<file path="src/rtl/fetch_stage_if.sv">
`default_nettype none
// +--------------------------------------------------------------------------+
// | fetch_stage_if : instruction ROM port between fetch stage and ROM        |
// | Rev 1.0                                                                  |
// +--------------------------------------------------------------------------+
interface fetch_stage_if #(
  parameter int unsigned A_WIDTH = 12
);
  logic [A_WIDTH-1:0] imem_addr_o;
  logic [31:0]        imem_rd_i;

  modport master (output imem_addr_o, input imem_rd_i);
  modport slave  (input imem_addr_o, output imem_rd_i);
endinterface
`default_nettype wire

</file>
<file path="src/rtl/fetch_stage.sv">
`default_nettype none
// +--------------------------------------------------------------------------+
// | fetch_stage : PC, next-PC select and IF/ID register feeding decode.      |
// | Optional macro FETCH_FAULT_EN adds misalign/out-of-range fault trapping. |
// | Rev 1.0                                                                  |
// +--------------------------------------------------------------------------+
module fetch_stage #(
  parameter logic [31:0] RESET_PC  = 32'hBFC00000,
  parameter int unsigned A_WIDTH   = 12,
  parameter logic [31:0] NOP_INSTR = 32'h00000013
) (
  input  wire logic        clk,
  input  wire logic        rst_n,
  input  wire logic        stall_i,
  input  wire logic        flush_i,
  input  wire logic [1:0]  pc_src_i,
  input  wire logic [31:0] branch_target_i,
  input  wire logic [31:0] jalr_target_i,
  fetch_stage_if.master    imem,
  output logic [31:0]      pc_o,
  output logic             if_id_valid_o,
  output logic [31:0]      if_id_instr_o,
  output logic [31:0]      if_id_pc_o,
  output logic [31:0]      if_id_pc4_o,
  output logic             fetch_fault_o
);

  localparam logic [1:0] c_SRC_BRANCH = 2'b01;
  localparam logic [1:0] c_SRC_JALR   = 2'b10;

`ifdef FETCH_FAULT_EN
  typedef enum logic [1:0] {
    ST_BOOT  = 2'd0,
    ST_RUN   = 2'd1,
    ST_FAULT = 2'd2
  } state_t;
`else
  typedef enum logic [1:0] {
    ST_BOOT = 2'd0,
    ST_RUN  = 2'd1
  } state_t;
`endif

  state_t      r_state;
  logic [31:0] r_pc;
  logic        r_valid;
  logic [31:0] r_instr;
  logic [31:0] r_if_pc;
  logic [31:0] r_if_pc4;

  logic [31:0] w_pc_plus4;
  logic [31:0] w_jalr_pc;
  logic [31:0] w_next_pc;
  logic        w_redirect;
  logic        w_pc_en;

  assign w_pc_plus4 = r_pc + 32'd4;
  assign w_jalr_pc  = jalr_target_i & ~32'h1;
  assign w_redirect = (pc_src_i == c_SRC_BRANCH) || (pc_src_i == c_SRC_JALR);
  // A redirect from EX must land even while the hazard unit holds fetch.
  assign w_pc_en    = !stall_i || w_redirect;

  always_comb begin
    w_next_pc = w_pc_plus4;
    case (pc_src_i)
      c_SRC_BRANCH: w_next_pc = branch_target_i;
      c_SRC_JALR:   w_next_pc = w_jalr_pc;
      default:      w_next_pc = w_pc_plus4;
    endcase
  end

`ifdef FETCH_FAULT_EN
  logic [31:0] w_off;
  logic        w_fault;
  logic        r_fault;

  // Offset below the base wraps to a huge value, so one upper-bits test covers both ends.
  assign w_off   = r_pc - RESET_PC;
  assign w_fault = (r_pc[1:0] != 2'b00) || ((w_off >> A_WIDTH) != 32'd0);
  assign fetch_fault_o = r_fault;
`else
  assign fetch_fault_o = 1'b0;
`endif

  always_ff @(posedge clk or negedge rst_n) begin
    if (!rst_n) begin
      r_state  <= ST_BOOT;
      r_pc     <= RESET_PC;
      r_valid  <= 1'b0;
      r_instr  <= NOP_INSTR;
      r_if_pc  <= 32'd0;
      r_if_pc4 <= 32'd0;
`ifdef FETCH_FAULT_EN
      r_fault  <= 1'b0;
`endif
    end else begin
      case (r_state)
        ST_BOOT: begin
          r_state <= ST_RUN;
          r_valid <= 1'b0;
          r_instr <= NOP_INSTR;
        end
        ST_RUN: begin
`ifdef FETCH_FAULT_EN
          if (w_fault) begin
            r_state <= ST_FAULT;
            r_valid <= 1'b0;
            r_instr <= NOP_INSTR;
            r_fault <= 1'b1;
          end else
`endif
          begin
            if (w_pc_en) begin
              r_pc <= w_next_pc;
            end
            if (flush_i) begin
              r_valid <= 1'b0;
              r_instr <= NOP_INSTR;
            end else if (!stall_i) begin
              r_valid  <= 1'b1;
              r_instr  <= imem.imem_rd_i;
              r_if_pc  <= r_pc;
              r_if_pc4 <= w_pc_plus4;
            end
          end
        end
`ifdef FETCH_FAULT_EN
        ST_FAULT: begin
          r_valid <= 1'b0;
          r_instr <= NOP_INSTR;
          r_fault <= 1'b1;
        end
`endif
        default: begin
          r_state <= ST_BOOT;
          r_valid <= 1'b0;
          r_instr <= NOP_INSTR;
        end
      endcase
    end
  end

  // Upper PC bits live only in r_pc; the ROM sees the low offset.
  assign imem.imem_addr_o = r_pc[A_WIDTH-1:0];
  assign pc_o             = r_pc;
  assign if_id_valid_o    = r_valid;
  assign if_id_instr_o    = r_instr;
  assign if_id_pc_o       = r_if_pc;
  assign if_id_pc4_o      = r_if_pc4;

endmodule
`default_nettype wire

</file>
<file path="src/flat_wrapper.sv">
// flat-port wrapper written by rule: the top's interface ports become plain ports
module fetch_stage_flat 
#(
  parameter logic [31:0] RESET_PC  = 32'hBFC00000,
  parameter int unsigned A_WIDTH   = 12,
  parameter logic [31:0] NOP_INSTR = 32'h00000013
)
  (clk, rst_n, stall_i, flush_i, pc_src_i, branch_target_i, jalr_target_i, pc_o, if_id_valid_o, if_id_instr_o, if_id_pc_o, if_id_pc4_o, fetch_fault_o, imem_imem_addr_o, imem_imem_rd_i);
  fetch_stage_if #(.A_WIDTH(A_WIDTH)) imem_i ();
  input  wire logic clk;
  input  wire logic rst_n;
  input  wire logic stall_i;
  input  wire logic flush_i;
  input  wire logic [1:0] pc_src_i;
  input  wire logic [31:0] branch_target_i;
  input  wire logic [31:0] jalr_target_i;
  output logic [31:0] pc_o;
  output logic if_id_valid_o;
  output logic [31:0] if_id_instr_o;
  output logic [31:0] if_id_pc_o;
  output logic [31:0] if_id_pc4_o;
  output logic fetch_fault_o;
  output wire logic [$bits(imem_i.imem_addr_o)-1:0] imem_imem_addr_o;
  input wire logic [$bits(imem_i.imem_rd_i)-1:0] imem_imem_rd_i;
  assign imem_imem_addr_o = imem_i.imem_addr_o;
  assign imem_i.imem_rd_i = imem_imem_rd_i;
  fetch_stage #(.RESET_PC(RESET_PC), .A_WIDTH(A_WIDTH), .NOP_INSTR(NOP_INSTR)) u_core (.clk(clk), .rst_n(rst_n), .stall_i(stall_i), .flush_i(flush_i), .pc_src_i(pc_src_i), .branch_target_i(branch_target_i), .jalr_target_i(jalr_target_i), .imem(imem_i), .pc_o(pc_o), .if_id_valid_o(if_id_valid_o), .if_id_instr_o(if_id_instr_o), .if_id_pc_o(if_id_pc_o), .if_id_pc4_o(if_id_pc4_o), .fetch_fault_o(fetch_fault_o));
endmodule
</file>
<file path="config.mk">
export PLATFORM = sky130hd
export DESIGN_NAME = fetch_stage_flat
export DESIGN_NICKNAME = d
export VERILOG_FILES = /design/src/rtl/fetch_stage_if.sv /design/src/rtl/fetch_stage.sv /design/src/flat_wrapper.sv
export SDC_FILE = /design/constraint.sdc
export NUM_CORES = 1
export LEC_CHECK = 0
export ABC_AREA = 1
export CORE_MARGIN = 2
export CORE_UTILIZATION = 44
export DETAILED_ROUTE_END_ITERATION = 8
export PLACE_DENSITY = 0.8
export SLEW_MARGIN = 20
export SYNTH_ARGS = -nofsm -noshare
export SYNTH_HDL_FRONTEND = slang
export SYNTH_SLANG_ARGS = --single-unit
</file>
<file path="constraint.sdc">
create_clock -name clk -period 1.65 [get_ports clk]
set_input_delay 0.2475 -clock clk [delete_from_list [all_inputs] [get_ports clk]]
set_output_delay 0.2475 -clock clk [all_outputs]
set_load 0.05 [all_outputs]
</file>
== Word-level counts from Yosys, hierarchy flattened ==
Cells that the tools add are included.
Storage, ports and cells
  bits in registers: 131
  input bits: 102
  output and inout port bits: 142
  word-level logic and storage cells: 27
Cells by class
  reductions and logical operators: 6
  multiplexer cells: 8
  equal/unequal tests: 4
  bitwise gates (word level): 2
  add/sub/neg operators: 1
Operators by type and width (count)
  $mux W32: 3
  $pmux W32 S2: 1
  $add A32 B3 Y32 const B: 1
  $eq A2 B1 Y1 const B: 2
  $pmux W2 S2: 1
  $mux W1: 3
  $ne A3 B3 Y1 const B: 1
  $reduce_and A3 Y1: 1
  $eq A2 B2 Y1 const B: 1
  $logic_not A2 Y1: 1
  $logic_or A1 B1 Y1: 2
  $not A1 Y1: 2
  $reduce_and A2 Y1: 1
  $logic_not A1 Y1: 1

== Longest topological paths before layout ==
Gate-level depths: netlist of the first run.
  word-level depth: 4
  depth in mapped cells: 11
  depth with buffers taken out: 10

== Worst setup path after synthesis of the first run ==
No wires, ideal clock.
  path kind: register -> register
  start point: register u_core.r_pc[3], in the netlist u_core.pc_o[3]
  end point: register u_core.r_pc[20], in the netlist u_core.pc_o[20]
  path buffers: 0
  cell stages (with the launch flop): 11
  period minus slack after synthesis: 1.852 ns
  setup slack: -0.202 ns
  library setup time: 0.118 ns
  data arrival time: 1.734 ns
  required time: 1.532 ns
  cells stage by stage: dfrtp_1 > ha_1 > nand2_2 > nor2_4 > nand2_4 > nor2_4 > nand2_1 > nand2_1 > nand3_1 > nand2_1 > nand2_1
Between the ends
  cells in the longest elaborated chain, start to end: 2
RTL lines
  from (decl): line fetch_stage.sv:45  | logic [31:0] r_pc;
  from (signal assigned): line fetch_stage.sv:114  | r_pc <= w_next_pc;
  $add A32 B3 Y32: line fetch_stage.sv:57  | assign w_pc_plus4 = r_pc + 32'd4;
  $pmux W32 S2: line fetch_stage.sv:65  | case (pc_src_i)
No other way between the ends.
A chain may end at the register's enable or synchronous reset.

== Worst setup path in the final report of the first run ==
  start point: register u_core.r_pc[2], in the netlist u_core.pc_o[2]
  end point: register u_core.r_pc[18], in the netlist u_core.pc_o[18]
The elaborated chain is that of the path after synthesis.

==> results.toml, run 1 <==
[synth]
synth_top_area_share_pct = 45.8
synth_area_leaders = "dfrtp_1 46%, nand2_1 14%, a22o_1 7.7%"
synth_fp_nets = 865
yosys.cell_count.top_type = "nand2_1"
synth_top_family_by_area = "simple AND/OR/NAND/NOR gates"
synth.distinct_cells = 31
synth_xor_area_share_pct = 0.829
synth_area_um2 = 6340
synth_cells = 760
yosysTopAreaCell = "dfrtp_1"
synth_adder_area_share_pct = 0.592
synth_seq_cells = 128
ys_top_cells_by_count = "234 x nand2_1, 116 x dfrtp_1, 57 x nor2_1, 57 x o21ai_0, 56 x a22o_1"
synth_compound_area_share_pct = 16.9
yosysSeqAreaShare_pct = 50.7
async_flop_share_pct = 100
yosysWarnings = 0
synth_edf_count = 0
syn_avg_cell_area_um2 = 8.34
yosys.area_share.simple_pct = 22.6
yosys_most_used_dff = "dfrtp_1"
synthMuxAreaShare_pct = 0

[critical_path]
r2r_cells = 8
crit_required_ns = 1.95
endpoint_kind = "flip-flop"
startpoint = "u_core.pc_o[2]"
cp-endpoint = "u_core.pc_o[18]"
r2r_end = "u_core.pc_o[18]"
crit_arrival_ns = 1.91
r2r_slack_ns = 0.03
rr_startpoint = "u_core.pc_o[2]"
critPathKind = "reg -> reg"
cp_max_fo = 5
cp-start-kind = "flip-flop"

[sta]
final-setup-viol-count = 0
max_freq_ghz = 0.619
period_share_pct = 98.0
clock_skew_ns = 0.0142
hold_viol = 0
min_period_ns = 1.62
drv_slew = 0

[die]
row_count = 43
fp.coreArea_um2 = 14000
die_h_um = 124
dieArea_um2 = 15400
pin_count = 244
die_x_um = 124
initial_core_util_pct = 45.3

[drt]
drc = 0
final_antenna_net_count = 0
wl_um = 20100
drt_pass1_iterations = 8
drt_iter0_markers = 469
wl_per_cell_um = 16.6
vias = 6312
vias_per_cell = 5.19

[cells_and_area]
final_nets = 1128
stdcell_count = 1216
n_antenna_cell = 0
layout-drive-gt1-share_pct = 27.6
fin_util_pct = 69.3
nFillCells = 1104
area_growth_pct = 52.9
final_area_um2 = 9690

[global_routing]
track_usage_pct = 26.0
grt_pass1_wl_um = 30500
grt_antenna_before_repair = 0
overflow = 0
first_global_vias = 5983
grt_max_degree = 45

[power_and_ir_drop]
p_seq_share_pct = 31.8
ir_drop_uv = 853
p_leak_nw = 4.76
switching_share_pct = 42.2
p_clk_share_pct = 25.9
switchingPower_mw = 5.62
combPwrFrac_pct = 42.2
power_density_nw_per_um2 = 1370
power.internal_mw = 7.70

[run_status]
status = "complete, no violations"

[cts]
clock-sinks = 128
cts_buffers = 17
tritoncts = "done"
cts_max_level = 4
clk_latency_ns = 0.42
root_buffer = "clkbuf_16"
clockBufferDepth = 2
clkTransAtPathRegs_ns = 0.06

[placed_design]
place_area_um2 = 9050
gp_congestion = 0.926
dp_hpwl_um = 15200
place_inst = 1178
io_buffers = 241

[job]
max_cap_viol_count = 0

[worst_hold_path]
hold_class = "in -> async"
==> routing by layer <==
metal	GRT usage, %	vias up	share of wire, %
met1	34.0	2941	41
li1	-	3016	-
met2	42.2	321	47
met3	6.36	34	9.5
met5	0	-	0
met4	8.99	0	2.2
==> timing repair <==
item / CTS / global route
hold buffers: 1 / 0
setup endpoints to repair: 0 / 23
resized for setup: 0 / 18
setup buffers: 0 / 5
endpoints found under the hold margin: 22 / 0
==> flip-flops by register name, indices dropped and copies added, names as in the netlist <==
name / count
u_core.r_state: 1
u_core.pc_o: 32
u_core.if_id_pc4_o: 32
u_core.if_id_pc_o: 30
u_core.if_id_valid_o: 1
u_core.if_id_instr_o: 32
==> through the flow <==
stage	setup WS, ns	hold slack (ns)	TNS [ns]	total power [mW]
2_1_floorplan	0.0000722	-0.0481	0	7.60
3_5_place_dp	-0.277	0.206	-7.46	9.80
6_report	0.0336	0.324	0	13.3
3_3_place_gp	-0.235	0.205	-6.44	9.73
5_1_grt	-0.0419	0.349	-0.0684	13.9
4_1_cts	0.0415	0.337	0	13.3
==> cells in the final DEF (no fill, tap or decap), drive strengths merged, types with 12 or more instances in the layout <==
cell / instances
nor2: 67
nand2: 240
a31oi: 12
inv: 62
buf: 198
a21oi: 17
dfstp: 12
clkdlybuf4s50: 99
o21ai: 68
a22o: 56
dfrtp: 116
clkbuf: 18
nand3: 35
==> cell families (layout without fill, tap and decap cells) <==
kind of cell,after synthesis,after routing
buffers and inverters,114,390
xor gates and xnor gates,6,6
other,2,2
adders and majority gates,3,3
and+or+nand+nor,345,345
DFF,128,128
AOI/OAI and AO/OA,162,162
==> power by group through the flow <==
stage	Combinational [mW]	Clock [mW]	Sequential (mW)
floorplan	1.47	0	6.13
global placement	5.48	0	4.25
detailed placement	5.52	0	4.27
CTS	5.56	3.50	4.23
global route	5.92	3.63	4.30
finish	5.63	3.46	4.24
==> worst min path at each step <==
stage,from,to,slack [ns],cells past startpoint
final,rst_n,u_core.pc_o[6],0.32,2
after detailed placement,rst_n,u_core.if_id_pc_o[25],0.21,1
after global placement,rst_n,u_core.if_id_pc_o[25],0.21,1
after global routing,rst_n,u_core.if_id_pc_o[25],0.35,2
after floorplan,rst_n,u_core.if_id_instr_o[10],-0.05,0
after CTS,rst_n,u_core.pc_o[4],0.34,2
==> final cells by class <==
class                      instances  area, µm²  area share (%)
tap                              180        225            2.32
inverter                          60        225            2.32
clock inverter                    14        116            1.20
sequential                       128       3230            33.4
clock buffer                      18        429            4.43
timing repair buffer             298       2810            29.0
multi-input combinational        518       2650            27.3
==> worst max-delay path: stages, from the launching register on <==
cell and delay (ns):
dfrtp_2 0.40, ha_4 0.15, nand2_2 0.06, nor2_4 0.21
nand2_4 0.12, o21ai_0 0.29, nand2_1 0.11, nand2_1 0.08
a21oi_1 0.06
No activity file was read; power rests on OpenSTA's default activity.
==> inputs of run 2 (changes only) <==
- REMOVE_ABC_BUFFERS: not set -> 1
- SLEW_MARGIN: 20 -> 10
==> run 2 against run 1 <==
Effect of this change: sequential power down 1%; core utilization rose by 0.73 points; design area increased by 1.1%; first-iteration DRC count is 17% lower; sequential share of layout area shrank 0.45 points; clock skew down 0.0059 ns; die area did not move; worst hold slack gained 0.0061 ns; via count fell by 0.29%; critical path depth is 3 higher.
==> results.toml, run 2 (synthesis gave the netlist of run 1 again) <==
[power_and_ir_drop]
ir_drop_uv = 917
p_clk_share_pct = 29.4
switching_share_pct = 39.7
power_mw = 13.9
power_density_nw_per_um2 = 1420
power.internal_mw = 8.36
combPwrFrac_pct = 40.4
p_seq_share_pct = 30.1
switchingPower_mw = 5.51
p_leak_nw = 4.82

[die]
initial_core_util_pct = 45.3
dieArea_um2 = 15400
pin_count = 244
fp.coreArea_um2 = 14000
die_x_um = 124
row_count = 43
die_h_um = 124

[global_routing]
met3_usage_pct = 6.78
grt-busiest-layer = "met2"
grt_max_degree = 50
track_usage_pct = 26.2
grtUsageMet2_pct = 43.3
overflow = 0
met1_usage_pct = 33.8
grt_antenna_before_repair = 0
first_global_vias = 6021
grt_pass1_wl_um = 30800

[sta]
fin_setup_tns_ns = 0
rsz0062_at_grt = "yes"
timing.final.ws_setup_ns = 0.0352
final-setup-viol-count = 0
whs_ns = 0.330
period_share_pct = 97.9
min_period_ns = 1.61
max_freq_ghz = 0.619
clock_skew_ns = 0.00830
drv_slew = 0
hold_viol = 0

[placed_design]
gp_congestion = 0.866
dp_hpwl_um = 14800
place_inst = 1173
place_area_um2 = 9050
io_buffers = 241
dp_slack_ns = -0.232

[critical_path]
crit_required_ns = 1.96
cp_max_fo = 5
critPathKind = "reg -> reg"
endpoint_kind = "flip-flop"
crit_arrival_ns = 1.93
cp-start-kind = "flip-flop"

[cts]
cts_buffers = 17
cts_max_level = 4
root_buffer = "clkbuf_16"
clkTransAtPathRegs_ns = 0.06
clockBufferDepth = 2
tritoncts = "done"
clk_latency_ns = 0.42
clock-sinks = 128

[drt]
drc = 0
vias_per_cell = 5.20
drt_pass1_iterations = 5
drt_iter0_markers = 388
final_antenna_net_count = 0
wl_per_cell_um = 16.4
vias = 6294
wl_um = 19900

[cells_and_area]
area_growth_pct = 54.5
most-common-layout-cells = "229 x nand2_1, 160 x buf_4, 111 x dfrtp_1"
final_nets = 1122
nFillCells = 1139
fin_util_pct = 70.0
final_area_um2 = 9800
layout-drive-gt1-share_pct = 26.8
final_common_cell = "nand2_1"
n_antenna_cell = 0
stdcell_count = 1210

[worst_hold_path]
hold_class = "in -> async"

[run_status]
status = "complete, no violations"

[job]
max_cap_viol_count = 0
run 2: worst max-delay path, cell delays in order (launching register included):
cell     delay (ns)
dfrtp_1        0.38
ha_2           0.20
nand2_2        0.06
nor2_4         0.20
nand2_4        0.11
nor2_4         0.15
buf_6          0.13
nand2_4        0.04
nand2_2        0.07
nand2_1        0.06
nand2_1        0.06
nand2_1        0.04
run 2: cell type report:
cell class                 instances  area (µm²)  area share [%]
sequential                       128        3220            32.9
timing repair buffer             292        2830            28.8
multi-input combinational        518        2650            27.1
clock buffer                      24         492            5.02
inverter                          60         225            2.30
tap                              180         225            2.30
clock inverter                     8         150            1.53
run 2: power groups by stage:
stage | Clock, mW | Combinational (mW) | Sequential (mW)
3_3_place_gp | 0 | 5.53 | 4.20
2_1_floorplan | 0 | 1.02 | 6.40
5_1_grt | 4.26 | 5.93 | 4.25
6_report | 4.08 | 5.61 | 4.18
4_1_cts | 4.12 | 5.60 | 4.17
3_5_place_dp | 0 | 5.57 | 4.21
run 2: path summary, 6_finish.rpt:
kind / endpoint / startpoint / cells past startpoint / slack [ns]
setup reg to reg: u_core.if_id_pc4_o[24] / u_core.pc_o[2] / 11 / 0.04
hold / removal: u_core.pc_o[1] / rst_n / 2 / 0.33
setup / recovery: u_core.if_id_pc4_o[24] / u_core.pc_o[2] / 11 / 0.04
min in group clk: u_core.pc_o[1] / branch_target_i[1] / 3 / 0.40
hold reg to reg: u_core.if_id_pc4_o[31] / u_core.if_id_pc4_o[31] / 2 / 0.48
max in group asynchronous: u_core.pc_o[28] / rst_n / 3 / 0.71
run 2: timing repair:
item                       4_1_cts  5_1_grt
setup endpoints to repair        0       22
hold endpoints to repair        29        0
buffers inserted                 0        4
hold buffers                     1        0
gates resized for setup          0       25
run 2: per-layer routing:
metal  wire length, µm  part of all wire, %
met1              8390                   42
met2              9460                   48
met3              1720                  8.7
met4               309                  1.6
met5                 0                    0
